==> config.mk <==
export PLATFORM = sky130hd
export DESIGN_NAME = seg7_frame_mux
export DESIGN_NICKNAME = d
export VERILOG_FILES = /design/src/rtl/seg7_pkg.sv /design/src/rtl/seg7_hex_decoder.sv /design/src/rtl/seg7_frame_mux.sv
export SDC_FILE = /design/constraint.sdc
export NUM_CORES = 1
export LEC_CHECK = 0
export BUFFER_PORTS_ARGS = -buffer_cell sky130_fd_sc_hd__buf_2
export CAP_MARGIN = 20
export CORE_AREA = 2 2 81 83
export CTS_BUF_LIST = sky130_fd_sc_hd__clkbuf_4
export DETAILED_ROUTE_END_ITERATION = 8
export DIE_AREA = 0 0 83 85
export HOLD_SLACK_MARGIN = 0.05
export PLACE_DENSITY = 0.83
export SLEW_MARGIN = 20
export SYNTH_ARGS = -nofsm -noshare
export SYNTH_HDL_FRONTEND = slang
export SYNTH_HIERARCHICAL = 1
export SYNTH_SLANG_ARGS = --single-unit
==> constraint.sdc <==
create_clock -name clk -period 2.7 [get_ports clk]
set_input_delay 0.54 -clock clk [delete_from_list [all_inputs] [get_ports clk]]
set_output_delay 0.54 -clock clk [all_outputs]
set_load 0.02 [all_outputs]
==> src/rtl/seg7_pkg.sv <==
`default_nettype none
// ============================================================================
// Module      : seg7_pkg
// Description : Shared constants for the 4-digit 7-segment frame multiplexer.
//               It holds the digit count, the blank patterns for the anodes and
//               segments, and the hex-to-segment table. Segments are active-low
//               and ordered {g,f,e,d,c,b,a}.
// Revision    : 1.0 - initial release
// ============================================================================
package seg7_pkg;

    localparam int NUM_DIGITS = 4;

    localparam logic [6:0] SEG_OFF = 7'h7F;
    localparam logic [3:0] AN_OFF  = 4'hF;

    // Entry n holds the pattern for hex digit n. Entry 0 is the rightmost element.
    localparam logic [15:0][6:0] HEX_SEG = {
        7'b0001110,  // F
        7'b0000110,  // E
        7'b0100001,  // d
        7'b1000110,  // C
        7'b0000011,  // b
        7'b0001000,  // A
        7'b0010000,  // 9
        7'b0000000,  // 8
        7'b1111000,  // 7
        7'b0000010,  // 6
        7'b0010010,  // 5
        7'b0011001,  // 4
        7'b0110000,  // 3
        7'b0100100,  // 2
        7'b1111001,  // 1
        7'b1000000   // 0
    };

    function automatic logic [6:0] hex_to_seg(input logic [3:0] nibble);
        return HEX_SEG[nibble];
    endfunction

endpackage
`default_nettype wire

==> src/rtl/seg7_hex_decoder.sv <==
`default_nettype none
// ============================================================================
// Module      : seg7_hex_decoder
// Description : Combinational decoder from a 4-bit nibble to active-low
//               7-segment code {g,f,e,d,c,b,a}.
// Ports       : i_nibble [3:0] - hex digit
//               o_seg    [6:0] - active-low segment pattern
// Revision    : 1.0 - initial release
// ============================================================================
module seg7_hex_decoder
    import seg7_pkg::*;
(
    input  logic [3:0] i_nibble,
    output logic [6:0] o_seg
);

    assign o_seg = hex_to_seg(i_nibble);

endmodule
`default_nettype wire

==> src/rtl/seg7_frame_mux.sv <==
`default_nettype none
// ============================================================================
// Module      : seg7_frame_mux
// Description : Captures a 16-bit value through a valid strobe and drives it
//               as 4 hex digits on a common-anode 7-segment display. New values
//               take effect only at frame boundaries, so a digit never shows a
//               mix of old and new values. All anodes are held off at the start
//               of each digit slot to suppress ghosting. All pins are registered.
// Ports       : clk, rst         - clock, synchronous active-high reset
//               enable           - display on; 0 blanks and parks the scan
//               value_in [15:0]  - value; digit k = value_in[4k+3:4k]
//               value_valid      - one-cycle capture strobe
//               dp_in [3:0]      - per-digit decimal point, active-high
//               seg [6:0]        - {g,f,e,d,c,b,a}, active-low
//               dp               - decimal point, active-low
//               an [3:0]         - digit anodes, active-low
// Options     : SEG7_LZ_BLANK_EN - when defined, leading-zero digits are blanked
// Revision    : 1.0 - initial release
// ============================================================================
module seg7_frame_mux
    import seg7_pkg::*;
#(
    parameter int CLK_HZ     = 100000000,
    parameter int REFRESH_HZ = 1000,
    parameter int BLANK_CYC  = 1000
) (
    input  logic        clk,
    input  logic        rst,
    input  logic        enable,
    input  logic [15:0] value_in,
    input  logic        value_valid,
    input  logic [3:0]  dp_in,
    output logic [6:0]  seg,
    output logic        dp,
    output logic [3:0]  an
);

    localparam int DIV   = CLK_HZ / (REFRESH_HZ * NUM_DIGITS);
    localparam int CNT_W = (DIV > 1) ? $clog2(DIV) : 1;

    localparam logic [CNT_W-1:0] c_cnt_last  = CNT_W'(DIV - 1);
    localparam logic [CNT_W-1:0] c_blank_end = CNT_W'(BLANK_CYC);

    generate
        if (DIV <= BLANK_CYC + 1) begin : g_cfg_check
            $error("seg7_frame_mux: DIV must exceed BLANK_CYC+1");
        end
    endgenerate

    logic [CNT_W-1:0] r_cnt;
    logic [1:0]       r_idx;
    logic [15:0]      r_shown;
    logic [3:0]       r_shown_dp;
    logic [15:0]      r_pend;
    logic [3:0]       r_pend_dp;
    logic             r_pend_vld;
    logic [3:0]       r_an;
    logic [6:0]       r_seg;
    logic             r_dp;

    logic             w_frame_end;
    logic             w_blank;
    logic [3:0]       w_nibble;
    logic [6:0]       w_hex_seg;
    logic             w_lz_blank;
    logic [6:0]       w_digit_seg;

    // Last cycle of the digit-3 slot. Shown state is swapped only here.
    assign w_frame_end = enable && (r_cnt == c_cnt_last) && (r_idx == 2'd3);

    assign w_blank  = !enable || (r_cnt < c_blank_end);
    assign w_nibble = r_shown[{r_idx, 2'b00} +: 4];

    seg7_hex_decoder u_hex_decoder (
        .i_nibble (w_nibble),
        .o_seg    (w_hex_seg)
    );

`ifdef SEG7_LZ_BLANK_EN
    // Digit k blanks when it and every more-significant nibble are zero.
    // Digit 0 is always lit, so a zero value still shows "0".
    always_comb begin
        w_lz_blank = 1'b0;
        case (r_idx)
            2'd3:    w_lz_blank = (r_shown[15:12] == 4'h0);
            2'd2:    w_lz_blank = (r_shown[15:8]  == 8'h00);
            2'd1:    w_lz_blank = (r_shown[15:4]  == 12'h000);
            default: w_lz_blank = 1'b0;
        endcase
    end
`else
    assign w_lz_blank = 1'b0;
`endif

    assign w_digit_seg = w_lz_blank ? SEG_OFF : w_hex_seg;

    always_ff @(posedge clk) begin
        if (rst) begin
            r_cnt      <= '0;
            r_idx      <= 2'd0;
            r_shown    <= 16'h0000;
            r_shown_dp <= 4'h0;
            r_pend     <= 16'h0000;
            r_pend_dp  <= 4'h0;
            r_pend_vld <= 1'b0;
            r_an       <= AN_OFF;
            r_seg      <= SEG_OFF;
            r_dp       <= 1'b1;
        end else begin
            // Scan prescaler and digit index
            if (!enable) begin
                r_cnt <= '0;
                r_idx <= 2'd0;
            end else if (r_cnt == c_cnt_last) begin
                r_cnt <= '0;
                r_idx <= r_idx + 2'd1;
            end else begin
                r_cnt <= r_cnt + CNT_W'(1);
            end

            // Capture. The last strobe before a swap wins.
            if (value_valid) begin
                r_pend    <= value_in;
                r_pend_dp <= dp_in;
            end

            // A swap consumes the pending value. While disabled, a fresh
            // strobe re-arms the pending flag so that the value reaches the
            // display on the following cycle.
            if (w_frame_end) begin
                r_pend_vld <= 1'b0;
            end else if (value_valid) begin
                r_pend_vld <= 1'b1;
            end else if (!enable) begin
                r_pend_vld <= 1'b0;
            end

            // Update of the shown value. A strobe in the boundary cycle goes
            // straight to the display, bypassing the pending register.
            if (w_frame_end) begin
                if (value_valid) begin
                    r_shown    <= value_in;
                    r_shown_dp <= dp_in;
                end else if (r_pend_vld) begin
                    r_shown    <= r_pend;
                    r_shown_dp <= r_pend_dp;
                end
            end else if (!enable && r_pend_vld) begin
                r_shown    <= r_pend;
                r_shown_dp <= r_pend_dp;
            end

            // Registered pin drive
            if (w_blank) begin
                r_an  <= AN_OFF;
                r_seg <= SEG_OFF;
                r_dp  <= 1'b1;
            end else begin
                r_an  <= ~(4'b0001 << r_idx);
                r_seg <= w_digit_seg;
                r_dp  <= ~r_shown_dp[r_idx];
            end
        end
    end

    assign an  = r_an;
    assign seg = r_seg;
    assign dp  = r_dp;

endmodule
`default_nettype wire

==> metrics.cfg, run 1 <==
[outcome]
status=complete, no violations

[clock_tree]
cts-root-buf=clkbuf_4
clk_latency_ns=0.44
clkTransAtPathRegs_ns=0.13
cts_tree=built
htreeDepth=3
cts_resized=0
cts_hold_buf=0
clkSinkCount=70
postCtsSetupBuffers=0
clk_path_buf_depth=2
cts_buffers=9

[timing]
setup_tns_ns=0
fin_crit_sh=0.8172
drv_slew=0
final_hold_viol_count=0
rsz0062_at_grt=no
fmax_mhz=453.2
min_period_ns=2.206
slew_headroom=0.4166
worstMarginPinSlew_ns=0.8711
fin_worst_skew_ns=0.01709
setup-violations-final=0
worst_slack_ns=0.4935

[critical_path]
r2r_end=seg[0]
slowest_delay_ns=0.59
arrival_ns=2.57
startpoint_type=register
path_max_fanout=5
slowest_stage=mux4_2
crit_chain=mux4_2, inv_1, ha_1, and2b_2, or3b_1, o21ai_0, nand2b_1
cp_data_required_time_ns=3.07
reg2reg_depth=7
reg2reg_slack_ns=0.49
timing.rr.start=r_idx[0]
critical_path_class=register to register
cp-end-kind=register

[power_and_ir_drop]
peakVddDrop_v=0.0004726
p_int_mw=1.491
cellPowerDensity_nw_per_um2=509.1
p_switching_mw=0.4954
clockPowerShare=0.392
power_frac_comb=0.067
swShare=0.2495
total_power_mw=1.986
power_frac_seq=0.540
leakage_nw=1.571

[min_path]
holdPathEnd=r_pend[5]
hp-class=input port to register
min_path_cells=3
min-delay-start=value_in[5]

[floorplan]
core-area_um2=6205
die_area_um2=7055
rows=29
die_w_um=83
die_height_um=85
ios=36
start_util=0.5757

[routing]
num_vias=2743
drtIter0Drc=144
post_drt_via_cell_ratio=5.989
wl_um=7301
drt_pre_antenna_iters=4
drcViolationCount=0
wl_per_cell_um=15.94
postRouteAntennaNets=0

[synthesis]
synth_enable_flop_cells=0
async_flop_share=0
syn_area_um2=3572
synth_top_area_share=0.3923
syn_nets=391
synth_cells=355
synth_flop_cell=dfxtp_1
seq_area_frac_synth=0.3923
synth.avg_cell_area_um2=10.06
yosysMostFrequentCell=dfxtp_1
yosys-top-cells-count=70 x dfxtp_1, 39 x nor2_1, 25 x a21oi_1
ys_warn_count=6
ys_ff_latch=70
ys_types=43
synth_area_leaders=dfxtp_1 39%, o41ai_2 9.1%, mux2i_1 6.7%
synth_top_area_cell=dfxtp_1

[grt]
antenna_found_initial=0
grt_usage=0.2179
grt_pass1_vias=2614
grt_pass1_wl_um=12430
overflow=0
grt_max_degree=44

[cells_and_area]
drive_gt1_frac=0.2388
area_growth_pct=9.212
antennaDiodeCount=0
num-nets-final=412

[placed_design]
hpwl_um=4841
post-place-ws_ns=0.5427
portBuffers=35
globalplace.congestion=0.8364

[run]
drv_cap=0

-- worst max-delay path: cells and delay by family, from the launching register on --
kind / cells / cell delay (ns)
and+or+nand+nor: 3 / 0.69
AOI/OAI and AO/OA: 1 / 0.06
muxes: 1 / 0.59
adders and majority gates: 1 / 0.20
DFF: 1 / 0.42
buffers and inverters: 1 / 0.18
-- cell type report --
| cell class | count | area [um2] |
|---|---|---|
| fill | 502 | 2303 |
| timing repair buffer | 45 | 250.2 |
| inverter | 8 | 30.03 |
| clock inverter | 7 | 97.59 |
| sequential | 70 | 1401 |
| clock buffer | 9 | 67.56 |
| tap | 77 | 96.34 |
| multi-input combinational | 242 | 1958 |
-- state kept, by name (all words and copies together) (netlist names) --
name        flops
an              4
r_shown        16
r_idx           2
dp              1
r_shown_dp      4
r_pend_dp       4
r_pend_vld      1
seg             7
r_cnt          15
r_pend         16
-- layout by cell type, fill, tap and decap left out, types with 5 or more instances in the layout --
master,n
nand2_1,13
nor2_1,39
nand2b_1,8
clkbuf_4,9
xnor2_1,6
and3_1,21
ha_1,12
mux4_2,5
o2111ai_1,21
mux2i_1,24
dfxtp_1,70
o41ai_2,20
a21oi_1,25
buf_2,35
inv_1,8
nand3_1,6
xor2_1,6
buf_4,10
-- metrics by stage --
| step | util | cells | instance area, um2 | hold WS (ns) |
|---|---|---|---|---|
| 3_5_place_dp | 0.6021 | 442 | 3736 | 0.4538 |
| 3_3_place_gp | 0.6021 | 442 | 3736 | 0.4415 |
| 2_1_floorplan | - | 355 | 3572 | 0.4261 |
| 4_1_cts | 0.6288 | 458 | 3901 | 0.3298 |
| 5_1_grt | 0.6288 | 458 | 3901 | 0.3324 |
| 6_report | 0.6288 | 458 | 3901 | 0.3379 |
-- power by group through the flow --
stage	clock network (mW)	registers, mW	logic (mW)
floorplan	0	1.09	0.100
global placement	0	1.09	0.129
detailed placement	0	1.10	0.134
CTS	0.796	1.07	0.135
global route	0.828	1.08	0.149
finish	0.779	1.07	0.134
-- worst max path at each step --
| stage | start | depth (start not counted) | end |
|---|---|---|---|
| 6_report | r_idx[0] | 7 | seg[0] |
| 5_1_grt | r_idx[0] | 7 | seg[0] |
| 4_1_cts | r_idx[0] | 7 | seg[0] |
| 3_5_place_dp | r_idx[0] | 7 | seg[0] |
| 3_3_place_gp | r_idx[0] | 7 | seg[0] |
| 2_1_floorplan | r_idx[0] | 8 | seg[0] |
-- layer usage --
layer | GRT usage | vias up | share of wire
met2 | 0.3519 | 65 | 0.47
met1 | 0.2747 | 1307 | 0.46
met4 | 0.08793 | 0 | 0.022
li1 | - | 1356 | -
met5 | 0 | - | 0
met3 | 0.06518 | 15 | 0.054
-- logic make-up after synthesis --
| logic type | synth area share |
|---|---|
| compound gates | 0.1997 |
| buf+inv | 0.05954 |
| mux | 0.1093 |
| flops | 0.3923 |
| fa+ha+maj | 0.04203 |
| simple gates | 0.1678 |
| xor+xnor | 0.02942 |
Power figures use the tool's default switching activity.
==> inputs of run 2 (changes only) <==
Settings changed: CORE_AREA 2 2 81 83 to 2 2 84 86, DIE_AREA 0 0 83 85 to 0 0 86 88, PLACE_DENSITY 0.83 to 0.81.
Clock period 2.7 ns to 1.9 ns, I/O delays scaled along.
==> metrics.cfg, run 2 (synthesis results as in run 1) <==
[placed_design]
portBuffers=35  ; unchanged
hpwl_um=5232  ; was 4841 um
dpl_cell_area_um2=3919  ; was 3736 um2
placedCellCount=460  ; was 442
globalplace.congestion=0.8450  ; was 0.8364
post-place-ws_ns=-0.08653  ; was 0.5427 ns

[timing]
final_hold_viol_count=0  ; unchanged
worst_slack_ns=-0.09530  ; was 0.4935 ns
drv_slew=0  ; unchanged
worstMarginPinSlew_ns=0.4756  ; was 0.8711 ns
min_period_ns=1.995  ; was 2.206 ns
fin_worst_skew_ns=0.01484  ; was 0.01709 ns
fin_crit_sh=1.050  ; was 0.8172
fmax_mhz=501.2  ; was 453.2 MHz
slew_headroom=0.6822  ; was 0.4166
rsz0062_at_grt=yes  ; was no
setup-violations-final=2  ; was 0

[routing]
wl_um=7640  ; was 7301 um
highest_layer=met4  ; unchanged
drcViolationCount=0  ; unchanged
wl_met3_um=397  ; was 395 um
wl_met2_um=3687  ; was 3425 um
drtIter0Drc=121  ; was 144
wl_per_cell_um=16.02  ; was 15.94 um
num_vias=2810  ; was 2,743
post_drt_via_cell_ratio=5.891  ; was 5.989
drt_pre_antenna_iters=4  ; unchanged
wl_met1_um=3386  ; was 3323 um
postRouteAntennaNets=0  ; unchanged

[power_and_ir_drop]
power_frac_comb=0.087  ; was 0.067
cellPowerDensity_nw_per_um2=607.7  ; was 509.1 nW/um2
power_frac_seq=0.613  ; was 0.540
swShare=0.2593  ; was 0.2495
clockPowerShare=0.300  ; was 0.392
p_int_mw=1.841  ; was 1.491 mW
p_switching_mw=0.6445  ; was 0.4954 mW
leakage_nw=1.738  ; was 1.571 nW
peakVddDrop_v=0.0004132  ; was 0.0004726 V

[critical_path]
slowest_delay_ns=0.57  ; was 0.59 ns
critPathBufInv=1  ; unchanged
crit_chain=mux4_2, inv_4, ha_4, and2b_2, or3b_1, o21ai_1, nand2b_1  ; was mux4_2, inv_1, ha_1, and2b_2, or3b_1, o21ai_0, nand2b_1
path_max_fanout=4  ; was 5
startpoint_type=register  ; unchanged
arrival_ns=2.35  ; was 2.57 ns
slowest_stage=mux4_2  ; unchanged
cp-end-kind=register  ; unchanged
crit_family=simple AND/OR/NAND/NOR gates  ; unchanged
cp_data_required_time_ns=2.25  ; was 3.07 ns
critical_path_class=register to register  ; unchanged

[grt]
antenna_found_initial=0  ; unchanged
grt_pass1_vias=2708  ; was 2,614
overflow=0  ; unchanged
grt_max_degree=44  ; unchanged
grt_usage=0.2166  ; was 0.2179
grt_pass1_wl_um=12880  ; was 12,430 um

[cells_and_area]
area_growth_pct=14.50  ; was 9.212%
final_cell_mix=68 x dfxtp_1, 39 x nor2_1, 35 x buf_2  ; was 70 x dfxtp_1, 39 x nor2_1, 35 x buf_2
num-nets-final=429  ; was 412
antennaDiodeCount=0  ; unchanged
design_area_um2=4090  ; was 3901 um2
reg_top3=r_pend (16), r_shown (16), r_cnt (15)  ; unchanged
drive_gt1_frac=0.2821  ; was 0.2388
final_util=0.6156  ; was 0.6288
layout_commonest_cell=dfxtp_1  ; unchanged
layoutNonFillerInstCount=477  ; was 458

[floorplan]
ios=36  ; unchanged
rows=30  ; was 29
die_height_um=88  ; was 85 um
core-area_um2=6644  ; was 6205 um2
die_w_um=86  ; was 83 um
start_util=0.5377  ; was 0.5757
die_area_um2=7568  ; was 7055 um2

[clock_tree]
clk_path_buf_depth=2  ; unchanged
htreeDepth=3  ; unchanged
cts-root-buf=clkbuf_4  ; unchanged
clk_latency_ns=0.42  ; was 0.44 ns
cts_buffers=9  ; unchanged
clkTransAtPathRegs_ns=0.11  ; was 0.13 ns
cts_hold_buf=0  ; unchanged
clkSinkCount=70  ; unchanged
cts_tree=built  ; unchanged

[run]
drv_cap=0  ; unchanged

[outcome]
status=complete, but fails checks  ; was complete, no violations
violations=negative setup slack

[min_path]
hp-class=input port to register  ; unchanged

==> run 2: layer usage <==
| layer | vias to the layer above | track usage |
|---|---|---|
| met3 | 16 | 0.06786 |
| met4 | 0 | 0.09235 |
| met2 | 72 | 0.3432 |
| met5 | - | 0 |
| li1 | 1390 | - |
| met1 | 1332 | 0.2738 |
==> run 2: layout make-up <==
class                   count  area, um2
fillers                   554       2554
clock inverters             6      30.03
well taps                  80      100.1
inverters                   8      32.53
multi-input cells         242       2026
repair buffers             62      427.9
clock buffers               9      67.56
flip-flops and latches     70       1406
==> run 2: per-stage QoR <==
step                      total power, mW  hold slack, ns  setup TNS [ns]
after floorplan                     1.694          0.4261         -0.4613
after global placement              1.756          0.4398        -0.02843
after detailed placement            1.765          0.4541         -0.1404
after CTS                           2.508          0.1813         -0.1859
after global routing                2.608          0.1977         -0.7823
final                               2.486          0.2131         -0.1430
==> run 2: tightest hold or removal path, stage by stage <==
cell,delay (ns)
buf_2,0.08
mux2i_1,0.07
nor2_1,0.08
==> run 2: final timing paths <==
| kind | startpoint | end | slack [ns] | cells past startpoint |
|---|---|---|---|---|
| worst max register to register | r_idx[0] | seg[0] | -0.1 | 7 |
| worst min register to register | r_cnt[0] | r_cnt[0] | 0.46 | 1 |
| worst max-delay path | r_idx[0] | seg[0] | -0.1 | 7 |
| worst min-delay path | value_in[11] | r_pend[11] | 0.21 | 3 |
==> run 2: power groups by stage <==
| stage | combinational [mW] | clock, mW | sequential [mW] |
|---|---|---|---|
| 2_1_floorplan | 0.143 | 0 | 1.55 |
| 3_3_place_gp | 0.201 | 0 | 1.56 |
| 3_5_place_dp | 0.207 | 0 | 1.56 |
| 4_1_cts | 0.209 | 0.774 | 1.52 |
| 5_1_grt | 0.241 | 0.839 | 1.53 |
| 6_report | 0.217 | 0.745 | 1.52 |
==> run 2: timing repair <==
| action | in CTS | in global routing |
|---|---|---|
| gates resized for setup | 1 | 8 |
| setup buffers | 1 | 1 |
| endpoints found under the hold margin | 0 | 0 |
| pin swaps | 1 | 0 |
| endpoints found under the setup margin | 3 | 27 |
==> inputs of run 3 (changes only) <==
Settings changed: BUFFER_PORTS_ARGS -buffer_cell sky130_fd_sc_hd__buf_2 to default, CORE_AREA 2 2 84 86 to 2 2 81 83, DIE_AREA 0 0 86 88 to 0 0 83 85, DONT_BUFFER_PORTS from default to 1, PLACE_DENSITY 0.81 to 0.8.
==> metrics.cfg, run 3 (synthesis results as in run 1) <==
[outcome]
status=complete, but fails checks  ; unchanged
violations=negative setup slack  ; unchanged

[critical_path]
critical_path_class=register to register  ; unchanged
cp_data_required_time_ns=2.25  ; about the same
crit_chain=mux4_2, inv_4, ha_4, and2b_2, or3b_1, o21ai_1, nand2b_1  ; unchanged
startpoint_type=register  ; unchanged
arrival_ns=2.33  ; was 2.35 ns
path_max_fanout=4  ; unchanged
slowest_delay_ns=0.56  ; was 0.57 ns
timing.rr.start=r_idx[0]  ; unchanged
cp-end-kind=register  ; unchanged
slowest_stage=mux4_2  ; unchanged
crit_start=r_idx[0]  ; unchanged

[grt]
antenna_found_initial=0  ; unchanged
overflow=0  ; unchanged
grt_pass1_vias=2599  ; was 2,708
grt_max_degree=44  ; unchanged
grt_pass1_wl_um=12540  ; was 12,880 um
grt_usage=0.2192  ; was 0.2166

[clock_tree]
clk_path_buf_depth=2  ; unchanged
cts_tree=built  ; unchanged
clk_latency_ns=0.41  ; was 0.42 ns
cts-root-buf=clkbuf_4  ; unchanged
postCtsSetupBuffers=0  ; was 1
cts_buffers=9  ; unchanged
clkSinkCount=70  ; unchanged
clkTransAtPathRegs_ns=0.10  ; was 0.11 ns
htreeDepth=3  ; unchanged

[timing]
rsz0062_at_grt=yes  ; unchanged
setup-violations-final=3  ; was 2
fmax_mhz=505.0  ; was 501.2 MHz
worst_slack_ns=-0.08012  ; was -0.09530 ns
drv_slew=0  ; unchanged
final_hold_viol_count=0  ; unchanged
fin_worst_skew_ns=0.01372  ; was 0.01484 ns
fin_crit_sh=1.042  ; was 1.050
worstMarginPinSlew_ns=0.4771  ; was 0.4756 ns
slew_headroom=0.6809  ; was 0.6822
min_period_ns=1.980  ; was 1.995 ns

[routing]
drtIter0Drc=141  ; was 121
drt_pre_antenna_iters=4  ; unchanged
wl_per_cell_um=17.51  ; was 16.02 um
num_vias=2712  ; was 2,810
drcViolationCount=0  ; unchanged
postRouteAntennaNets=0  ; unchanged
post_drt_via_cell_ratio=6.220  ; was 5.891
wl_um=7636  ; was 7640 um

[cells_and_area]
final_util=0.6247  ; was 0.6156
final_cell_mix=68 x dfxtp_1, 39 x nor2_1, 25 x a21oi_1  ; was 68 x dfxtp_1, 39 x nor2_1, 35 x buf_2
num-nets-final=392  ; was 429
antennaDiodeCount=0  ; unchanged
layout_commonest_cell=dfxtp_1  ; unchanged
drive_gt1_frac=0.2117  ; was 0.2821
fill_cells=498  ; was 554
reg_top3=r_pend (16), r_shown (16), r_cnt (15)  ; unchanged
area_growth_pct=8.511  ; was 14.50%

[power_and_ir_drop]
swShare=0.2430  ; was 0.2593
leakage_nw=1.546  ; was 1.738 nW
power_frac_comb=0.069  ; was 0.087
clockPowerShare=0.308  ; was 0.300
power_frac_seq=0.623  ; was 0.613
p_int_mw=1.851  ; was 1.841 mW
cellPowerDensity_nw_per_um2=630.7  ; was 607.7 nW/um2
total_power_mw=2.445  ; was 2.486 mW
peakVddDrop_v=0.0005956  ; was 0.0004132 V
p_switching_mw=0.5942  ; was 0.6445 mW

[run]
drv_cap=0  ; unchanged

[placed_design]
globalplace.congestion=0.9041  ; was 0.8450
hpwl_um=5076  ; was 5232 um
portBuffers=0  ; was 35

[floorplan]
ios=36  ; unchanged
start_util=0.5757  ; was 0.5377
rows=29  ; was 30
die_w_um=83  ; was 86 um
die_height_um=85  ; was 88 um
core-area_um2=6205  ; was 6644 um2
die_area_um2=7055  ; was 7568 um2

[min_path]
min-delay-start=value_in[2]  ; was value_in[11]
hp-class=input port to register  ; unchanged

-- run 3: area by class of cell --
class,count,area [um2],area share
Multi-Input combinational cell,242,1999,0.5158
Sequential cell,70,1406,0.3628
Timing Repair Buffer,25,245.2,0.06327
Tap cell,77,96.34,0.02485
Clock buffer,11,82.58,0.02130
Inverter,8,32.53,0.008393
Clock inverter,3,13.76,0.003551
-- run 3: critical path: cells and delay by family, from the launching register on --
family | cells | cell delay, ns
simple gates | 3 | 0.67
mux | 1 | 0.56
flops | 1 | 0.38
fa+ha+maj | 1 | 0.13
buf+inv | 1 | 0.10
compound gates | 1 | 0.08
-- run 3: path summary, 6_finish.rpt --
path | end | slack [ns] | depth (start not counted)
hold reg to reg | r_cnt[0] | 0.49 | 1
setup reg to reg | seg[0] | -0.08 | 7
hold / removal | r_pend[2] | 0.13 | 2
setup / recovery | seg[0] | -0.08 | 7
-- run 3: metrics by stage --
| stage | worst slack (ns) | TNS [ns] | cell area (um2) | std cells | hold WS [ns] |
|---|---|---|---|---|---|
| 2_1_floorplan | -0.1497 | -0.4613 | 3598 | 355 | 0.4261 |
| 3_3_place_gp | -0.002942 | -0.002942 | 3692 | 419 | 0.4387 |
| 3_5_place_dp | -0.05701 | -0.1108 | 3692 | 419 | 0.4677 |
| 4_1_cts | -0.09656 | -0.1972 | 3831 | 435 | 0.1072 |
| 5_1_grt | -0.1658 | -0.7302 | 3876 | 436 | 0.09983 |
| 6_report | -0.08012 | -0.1726 | 3876 | 436 | 0.1278 |
-- run 3: power groups by stage --
| stage | logic [mW] | registers (mW) | clock network, mW |
|---|---|---|---|
| 4_1_cts | 0.168 | 1.52 | 0.782 |
| 2_1_floorplan | 0.143 | 1.55 | 0 |
| 3_3_place_gp | 0.137 | 1.56 | 0 |
| 3_5_place_dp | 0.142 | 1.56 | 0 |
| 5_1_grt | 0.188 | 1.53 | 0.834 |
| 6_report | 0.170 | 1.52 | 0.753 |
-- run 3: repair_timing --
item / in CTS / in global routing
endpoints found under the hold margin: 36 / 0
hold buffers: 2 / 0
setup endpoints to repair: 3 / 26
gates resized for setup: 2 / 7
cloned: 0 / 1
-- run 3: layer usage --
| layer | wire, um | track usage | up-vias |
|---|---|---|---|
| li1 | - | - | 1311 |
| met1 | 3395 | 0.2874 | 1313 |
| met2 | 3605 | 0.3460 | 77 |
| met3 | 515 | 0.07588 | 11 |
| met4 | 121 | 0.06259 | 0 |
| met5 | 0 | 0 | - |
